**src/rtl/fifo_pkg.sv**
```systemverilog
// Shared constants for the FIFO read-side stream drainer.
package fifo_pkg;

  localparam int FIFO_RD_BUF_DEPTH = 3;
  localparam int FIFO_RD_PTR_W     = 2;
  localparam int FIFO_RD_CNT_W     = 32;

  // Advance a prefetch-buffer pointer, wrapping after the last entry.
  function automatic logic [FIFO_RD_PTR_W-1:0] ptr_inc(input logic [FIFO_RD_PTR_W-1:0] p);
    if (p == FIFO_RD_PTR_W'(FIFO_RD_BUF_DEPTH - 1)) begin
      return '0;
    end
    return p + FIFO_RD_PTR_W'(1);
  endfunction

endpackage

```
**src/rtl/fifo_rd_stream.sv**
```systemverilog
// fifo_rd_stream: pops words from a synchronous FIFO with one-cycle registered
// read latency and re-presents them as a valid/ready stream. A 3-entry
// prefetch buffer plus an in-flight credit hides the read latency so the
// stream sustains one beat per cycle.
// Optional feature: define FIFO_RD_STREAM_CNT_EN to add the beat_cnt port
// and its 32-bit accepted-beat counter.
//
// Handshake: a beat transfers on every rising edge where m_valid && m_ready.
// Once m_valid rises, m_valid and m_data hold until that edge; m_ready may
// toggle freely and has no effect while m_valid is low. fifo_rden depends
// only on registered state, fifo_empty and reset, never on m_ready.
module fifo_rd_stream
  import fifo_pkg::*;
#(
  parameter int WIDTH = 8
) (
  input  logic             clk,
  input  logic             asrst_n,
  output logic             fifo_rden,
  input  logic [WIDTH-1:0] fifo_rddata,
  input  logic             fifo_empty,
  output logic             m_valid,
  output logic [WIDTH-1:0] m_data,
  input  logic             m_ready
`ifdef FIFO_RD_STREAM_CNT_EN
  ,
  output logic [FIFO_RD_CNT_W-1:0] beat_cnt
`endif
);

  logic [WIDTH-1:0]         buf_q [FIFO_RD_BUF_DEPTH];
  logic [FIFO_RD_PTR_W-1:0] hd_q;
  logic [FIFO_RD_PTR_W-1:0] tl_q;
  logic [FIFO_RD_PTR_W-1:0] occ_q;
  logic [FIFO_RD_PTR_W-1:0] occ_d;
  logic                     infl_q;
  logic [FIFO_RD_PTR_W:0]   credit_used;
  logic                     capture;
  logic                     pop;

  // Credits in use: buffered words plus the word the FIFO is returning now.
  assign credit_used = {1'b0, occ_q} + {{FIFO_RD_PTR_W{1'b0}}, infl_q};

  // Only issue a read when the buffer is guaranteed room for its data.
  assign fifo_rden = asrst_n && !fifo_empty &&
                     (credit_used < (FIFO_RD_PTR_W + 1)'(FIFO_RD_BUF_DEPTH));

  assign capture = infl_q;
  assign m_valid = (occ_q != '0);
  assign m_data  = buf_q[hd_q];
  assign pop     = m_valid && m_ready;

  // Occupancy moves by one only when exactly one of capture/pop happens.
  always_comb begin
    occ_d = occ_q;
    case ({capture, pop})
      2'b10:   occ_d = occ_q + FIFO_RD_PTR_W'(1);
      2'b01:   occ_d = occ_q - FIFO_RD_PTR_W'(1);
      default: occ_d = occ_q;
    endcase
  end

  // Buffer, pointers, occupancy and in-flight flag.
  always_ff @(posedge clk or negedge asrst_n) begin
    if (!asrst_n) begin
      for (int i = 0; i < FIFO_RD_BUF_DEPTH; i++) begin
        buf_q[i] <= '0;
      end
      hd_q   <= '0;
      tl_q   <= '0;
      occ_q  <= '0;
      infl_q <= 1'b0;
    end else begin
      infl_q <= fifo_rden;
      if (capture) begin
        buf_q[tl_q] <= fifo_rddata;
        tl_q        <= ptr_inc(tl_q);
      end
      if (pop) begin
        hd_q <= ptr_inc(hd_q);
      end
      occ_q <= occ_d;
    end
  end

`ifdef FIFO_RD_STREAM_CNT_EN
  logic [FIFO_RD_CNT_W-1:0] beat_cnt_q;

  // Accepted-beat counter; wraps naturally at 2^32.
  always_ff @(posedge clk or negedge asrst_n) begin
    if (!asrst_n) begin
      beat_cnt_q <= '0;
    end else if (pop) begin
      beat_cnt_q <= beat_cnt_q + FIFO_RD_CNT_W'(1);
    end
  end

  assign beat_cnt = beat_cnt_q;
`else
  // No beat counter in this build.
`endif

endmodule

```
**config.mk**
```make
export PLATFORM = sky130hd
export DESIGN_NAME = fifo_rd_stream
export DESIGN_NICKNAME = d
export VERILOG_FILES = /design/src/rtl/fifo_pkg.sv /design/src/rtl/fifo_rd_stream.sv
export SDC_FILE = /design/constraint.sdc
export NUM_CORES = 1
export LEC_CHECK = 0
export CORE_ASPECT_RATIO = 0.6
export CORE_MARGIN = 5
export CORE_UTILIZATION = 45
export CTS_BUF_LIST = sky130_fd_sc_hd__clkbuf_16
export DETAILED_ROUTE_END_ITERATION = 6
export HOLD_SLACK_MARGIN = 0.06
export PLACE_DENSITY_LB_ADDON = 0.12
export SETUP_SLACK_MARGIN = 0.4
export SYNTH_ARGS = -nofsm -noshare
export SYNTH_HDL_FRONTEND = slang
export SYNTH_SLANG_ARGS = --single-unit
```
**constraint.sdc**
```tcl
create_clock -name clk -period 2.8 [get_ports clk]
set_clock_uncertainty 0.15 [all_clocks]
set_input_delay 0.56 -clock clk [delete_from_list [all_inputs] [get_ports clk]]
set_output_delay 0.56 -clock clk [all_outputs]
set_load 0.005 [all_outputs]
```
==> impl_results.md, run 1 <==
- Design Power: ~2200 µW
- FF+latch count, synth: 31
- Worst r2r path cells: 6
- Uppermost layer routed: met4
- Antenna violations before repair: 0
- Yosys top cell by area: dfrtp_1
- Fmax: 425 MHz
- IO Pins: 22
- Core Area: 2950 µm²
- Initial core utilization: 48.3%
- Vias per cell: about 5.1
- TritonCTS clock tree: done
- Synth cell types: 24
- Area contributors post-synth: dfrtp_1 55%, mux2_2 13%, mux2_4 8.4%, mux2i_1 5.6%, o21ai_0 3.5%
- First drt pass iteration count: 4
- Total negative slack: 0 ns
- EDFF count, synth: 0
- Wire length on met3: roughly 130 µm
- Top-area cell type share of the netlist area: 54.5%
- Worst vdd ir: roughly 0.00059 V
- RD Place Congestion: roughly 0.73
- Post-DP HPWL: about 1900 µm
- Root Driver: clkbuf_16
- Ys async rst share: 100%
- Hold Vio Cnt, Final: 0
- Delay of the slowest critical-path stage: about 0.53 ns
- Synth cell count leaders: 31 x dfrtp_1, 17 x mux2_2, 10 x o21ai_0
- Status: completed
- Tightest Pin Transition: around 0.6 ns
- Crit. End Element: output port
- Chip Width: 82.6 µm
- Max clock buf depth: 2
- HP Class: flop to flop
- Reg2reg setup slack: just under 0.9 ns
- Reg2Reg Capture Point: occ_q[1]
- First-pass GRT wire length: roughly 5000 µm
- RR Startpoint: occ_q[0]
- CP top delay family: buffers and inverters
- Drt total wl: 3030 µm
- Routed met1 length: ~1500 µm
- Worst-path cell chain: buf_6, mux2i_1, o21ai_0, clkdlybuf4s50_1
- Routed vias: a little over 900
- Crit-path max FO: 10
- Crit Path Class: flop to output port
- Slew headroom: just over 60%
- Hold path cells: 1
- Ant. Diodes: 0
- Total grt overflow: 0
- DRT iter0 DRCs: 33
- DR DRC count: 0
- Most common cell in the synthesized netlist: dfrtp_1
- Max Slew Vio Count: 0
- CTS buffer count: 5
- Die area: about 4400 µm²
- Period utilisation layout: a little over four fifths
- Critical Path AT: between 1.5 and 2 ns
- Required @ worst endpoint: ~2.1 ns
- CP max stage cell: clkdlybuf4s50_1
- Hold EP: buf_q[13]
- Crit path time final: ~2.4 ns
- Hold buffers post-CTS: 0
- Die Y: approximately 54 µm
- Synth Warn #: 0
- RSZ-0062 raised after global routing: true
- Worst path bufs/invs: 2
- Largest net degree at the start of global routing: 32
- Total Nets Final: about 150
- Post-route ant nets: 0
- Sink Count: 31
- Worst-skew pair later-pin latency: about 0.27 ns
- Top_reg_cell synth: dfrtp_1
- Mean Syn Cell Area: 13.4 µm²
- Max-capacitance violation count: 0
- Mapped Cells: roughly 110
- Fill count: roughly 230
- Mapped cell area: about 1400 µm²
- Startpoint of the worst hold path: buf_q[13]
- Clock-pin slew on the worst setup and hold paths: about 0.05 ns
- Tot GR Track Use: approximately 16%
- Layout cells sized above 1: roughly 34%
- Final setup viols: 0
- Worst setup SP type: flop
- Port Buf Inserts: 21
- Lkg Pwr: roughly 0.0009 µW
- Layout area overhead: 33.3%
- Synthesized netlist net count: around 120
- Vias in the first global route: slightly below 1,000
- PD cells: 1190 nW/µm²
- Sequential-to-total area share from yosys stat: a little over half
- CTS H-tree depth: 2
- Wire per inst: roughly 17 µm
- Cell row count: 15
- Metal2 WL: about 1300 µm
[cell usage in the layout, fill, tap and decap left out, types with 2 or more instances in the layout]
cell type        count
dfrtp_1             31
mux2_2              17
clkdlybuf4s50_1     14
o21ai_0              9
mux2i_1              8
nand2_1              8
mux2_4               8
buf_4                6
clkbuf_16            5
inv_1                4
dlymetal6s2s_1       4
xnor2_1              2
a21o_1               2
dlygate4sd2_1        2
buf_6                2
[area by class of cell]
type	count	area (µm²)	share of cell area, %
Inverter	4	15.0	0.792
Multi-Input combinational cell	67	644	34.0
Clock buffer	5	125	6.60
Clock inverter	1	3.75	0.198
Timing Repair Buffer	29	280	14.8
Sequential cell	31	776	40.9
Tap cell	42	52.6	2.77
[state kept, by name (all words and copies together) (netlist names)]
| signal | count |
|---|---|
| hd_q | 2 |
| tl_q | 2 |
| buf_q | 24 |
| occ_q | 2 |
| capture | 1 |
[power breakdown]
part	switching, µW	leakage, µW	total (µW)	internal (µW)
sequential	138	0.000369	812	674
combinational	362	0.000457	942	579
clock	180	0.0000669	495	315
total	680	0.000893	2250	1570
[kinds of logic after synthesis]
kind of cell | share of synthesized area [%]
AOI/OAI and AO/OA | 5.19
xor gates and xnor gates | 1.85
adders and majority gates | 2.64
buffers and inverters | 2.73
DFF | 54.5
muxes | 27.5
and+or+nand+nor | 5.54
[metal layers]
layer,vias to the layer above,GRT usage (%)
li1,435,-
met1,445,21.8
met2,22,23.8
met3,5,5.18
met4,0,8.97
met5,-,0
[how the worst max path moves through the flow]
stage / start / to / slack, ns / cells past startpoint
floorplan: occ_q[0] / fifo_rden / 0.66 / 3
global placement: asrst_n / fifo_rden / 0.02 / 5
detailed placement: asrst_n / fifo_rden / 0.05 / 5
CTS: hd_q[1] / m_data[7] / 0.41 / 4
global route: hd_q[1] / m_data[3] / 0.34 / 4
finish: hd_q[1] / m_data[3] / 0.45 / 4
[stage by stage]
step / utilization (%) / hold WS [ns] / cell area, µm² / setup WS, ns / std cells
2_1_floorplan: - / 0.114 / 1420 / 0.657 / 106
3_3_place_gp: 57.7 / 0.337 / 1700 / 0.0150 / 170
3_5_place_dp: 57.7 / 0.346 / 1700 / 0.0537 / 170
4_1_cts: 62.9 / 0.356 / 1850 / 0.406 / 176
5_1_grt: 64.4 / 0.364 / 1900 / 0.337 / 179
6_report: 64.4 / 0.353 / 1900 / 0.446 / 179
[what timing repair did]
item,CTS,global route
resized for setup,11,8
setup buffers,0,3
hold endpoints to repair,0,0
pin swaps,2,0
setup endpoints to repair,3,7
Power figures use the tool's default switching activity.
==> inputs of run 2 (changes only) <==
Clock period 2.8 ns to 2.1 ns, I/O delays scaled along.
==> run 2 against run 1 <==
  * Global-route usage down 0.50 points
  * Die area unchanged
  * Power grew 41%
  * Setup slack lost 0.44 ns
  * Sequential cell count unchanged
  * Design area is 5.7% higher
  * Final cell count grew 6.7%
  * Register-to-register slack worse by 0.42 ns
  * Sequential share of layout area fell by 2.2 points
  * Critical path depth unchanged
  * First-iteration DRC count is 70% higher
  * Critical endpoint is now fifo_rden
==> impl_results.md, run 2 (synthesis gave the netlist of run 1 again) <==
- Worst-skew pair later-pin latency: 0.27 ns (about the same)
- Chip Width: 82.6 µm (unchanged)
- CTS H-tree depth: 2 (unchanged)
- Max reg flops: 24 (unchanged)
- Setup ws final: 0.00763 ns (-0.438 ns)
- Largest net degree at the start of global routing: 32 (unchanged)
- Max-capacitance violation count: 0 (unchanged)
- Placed Area: 1770 µm² (+4.2%)
- Period utilisation layout: 99.6%
- Final setup viols: 0 (unchanged)
- Fill count: 217 (-4.4%)
- Routed vias: 948 (+4.5%)
- IO Pins: 22 (unchanged)
- Delay of the slowest critical-path stage: 0.38 ns (-0.15 ns)
- Crit path time final: approximately 2.1 ns
- Core Area: 2950 µm² (unchanged)
- Drt total wl: 2960 µm (-2.3%)
- RR Startpoint: capture
- Stages on worst setup path: 4 (unchanged)
- Post-route ant nets: 0 (unchanged)
- Clock-pin slew on the worst setup and hold paths: 0.05 ns (about the same)
- Design Power: 3160 µW (+41%)
- PD cells: 1580 nW/µm² (+33%)
- CTS buffer count: 5 (unchanged)
- CP top delay family: adder cells
- Max Slew Vio Count: 0 (unchanged)
- Layout area overhead: 40.9%
- Lkg Pwr: 0.000926 µW (+3.7%)
- Tightest Pin Transition: 0.397 ns (-0.193 ns)
- Worst setup SP type: flop
- Initial core utilization: 48.3% (unchanged)
- Sink Count: 31 (unchanged)
- Die Y: 53.6 µm (unchanged)
- Sequential standard cell area: 776 µm² (unchanged)
- Total grt overflow: 0 (unchanged)
- Setup Slack @ Placement: -0.204 ns (-0.258 ns)
- Total Nets Final: 163 (+6.5%)
- Total negative slack: 0 ns (unchanged)
- HP Class: flop to flop
- Fin area: 2000 µm² (+5.7%)
- Crit. End Element: output port
- TritonCTS clock tree: done
- Hold Vio Cnt, Final: 0 (unchanged)
- Layout cells sized above 1: 50.3% (+17 points)
- # placed instances: 175 (+2.9%)
- Max clock buf depth: 2 (unchanged)
- Most frequent cells in the layout: 31 x dfrtp_1, 17 x mux2_2, 11 x clkdlybuf4s50_1, 11 x buf_4, 9 x buf_2
- CP max stage cell: dfrtp_1
- Crit Path Class: flop to output port
- Cell row count: 15 (unchanged)
- Worst-path cell chain: ha_2, ha_4, a2111oi_4, buf_2
- Root Driver: clkbuf_16
- Slew headroom: 73.5% (+13 points)
- Port Buf Inserts: 21 (unchanged)
- Final Non-Filler Cells: 191 (+6.7%)
- First drt pass iteration count: 6 (+2)
- Hold path cells: 1 (unchanged)
- Most flop-heavy register: buf_q
- Post-DP HPWL: 1870 µm (about the same)
- Ant. Diodes: 0 (unchanged)
- Vias per cell: 4.96 (-2.0%)
- RD Place Congestion: 0.712 (-2.5%)
- Wire per inst: 15.5 µm (-8.4%)
- Crit-path max FO: 2 (-8)
- First-pass GRT wire length: 5050 µm (+1.9%)
- CP startpoint: capture
- Worst vdd ir: 0.000882 V (+51%)
- Fmax: between 400 and 500 MHz
- Die area: 4420 µm² (unchanged)
- Setup crit end: fifo_rden
- Required @ worst endpoint: 1.53 ns (-0.56 ns)
- Worst path bufs/invs: 1 (-1)
- DR DRC count: 0 (unchanged)
- Critical Path AT: 1.52 ns (-0.12 ns)
- Vias in the first global route: 1,045 (+8.3%)
- Antenna violations before repair: 0 (unchanged)
- DRT iter0 DRCs: 56 (+70%)
- Hold buffers post-CTS: 0 (unchanged)
- Reg2Reg Capture Point: buf_q[1]
- Status: completed
- Worst r2r path cells: 5 (-1)
- RSZ-0062 raised after global routing: true
- Area occupied by multi-input gates: 688 µm² (+6.8%)
- Reg2reg setup slack: 0.45 ns (-0.42 ns)
- Most common cell after layout, fill and taps aside: dfrtp_1
- Tot GR Track Use: 15.9% (-0.50 points)
## run 2: changes by cell type in the layout (fill, tap and decap cells not counted), sizes merged
| cell | before | now |
|---|---|---|
| dlygate4sd2 | 2 | 0 |
| clkdlybuf4s50 | 14 | 11 |
| buf | 9 | 27 |
| dlymetal6s2s | 4 | 0 |
| clkinv | 0 | 2 |
| clkdlybuf4s15 | 0 | 1 |
## run 2: how the worst min path moves through the flow
stage / end / slack, ns / start
after floorplan: buf_q[0] / -0.03 / asrst_n
after global placement: buf_q[8] / 0.34 / buf_q[8]
after detailed placement: buf_q[13] / 0.34 / buf_q[13]
after CTS: buf_q[11] / 0.35 / buf_q[11]
after global routing: buf_q[16] / 0.37 / buf_q[16]
final: buf_q[16] / 0.35 / buf_q[16]
## run 2: cell type report
class / instances / share of cell area [%]
tap: 42 / 2.62
inverter: 4 / 0.749
clock buffer: 5 / 6.24
multi-input combinational: 67 / 34.3
timing repair buffer: 39 / 16.8
clock inverter: 3 / 0.562
sequential: 31 / 38.7
## run 2: worst reg2reg max path, delay by kind of cell, from the launching register on
family / cells / cell delay [ns]
multiplexers: 1 / 0.33
AND/OR/NAND/NOR: 1 / 0.43
buffers and inverters: 3 / 0.28
flip-flops: 1 / 0.35
## run 2: power breakdown
group / internal (µW) / switching [µW]
Combinational: 859 / 567
Sequential: 899 / 187
Clock: 425 / 227
Total: 2180 / 981
## run 2: per-stage QoR
stage | utilization (%) | hold slack (ns)
2_1_floorplan | - | -0.0256
3_3_place_gp | 60.1 | 0.337
3_5_place_dp | 60.1 | 0.342
4_1_cts | 66.6 | 0.355
5_1_grt | 68.0 | 0.374
6_report | 68.0 | 0.352
## run 2: timing repair
item                                    in CTS  in global routing
gates resized for setup                     56                 11
endpoints found under the setup margin      20                 20
pin swaps                                   11                  5
hold endpoints to repair                     0                  0
buffers inserted                             8                  0
## run 2: metal layers
layer | vias to the layer above | part of all wire, % | global-route usage [%]
met5 | - | 0 | 0
met4 | 0 | 0.57 | 4.62
met3 | 2 | 3.5 | 5.02
met2 | 18 | 44 | 24.6
met1 | 476 | 52 | 21.5
li1 | 452 | - | -
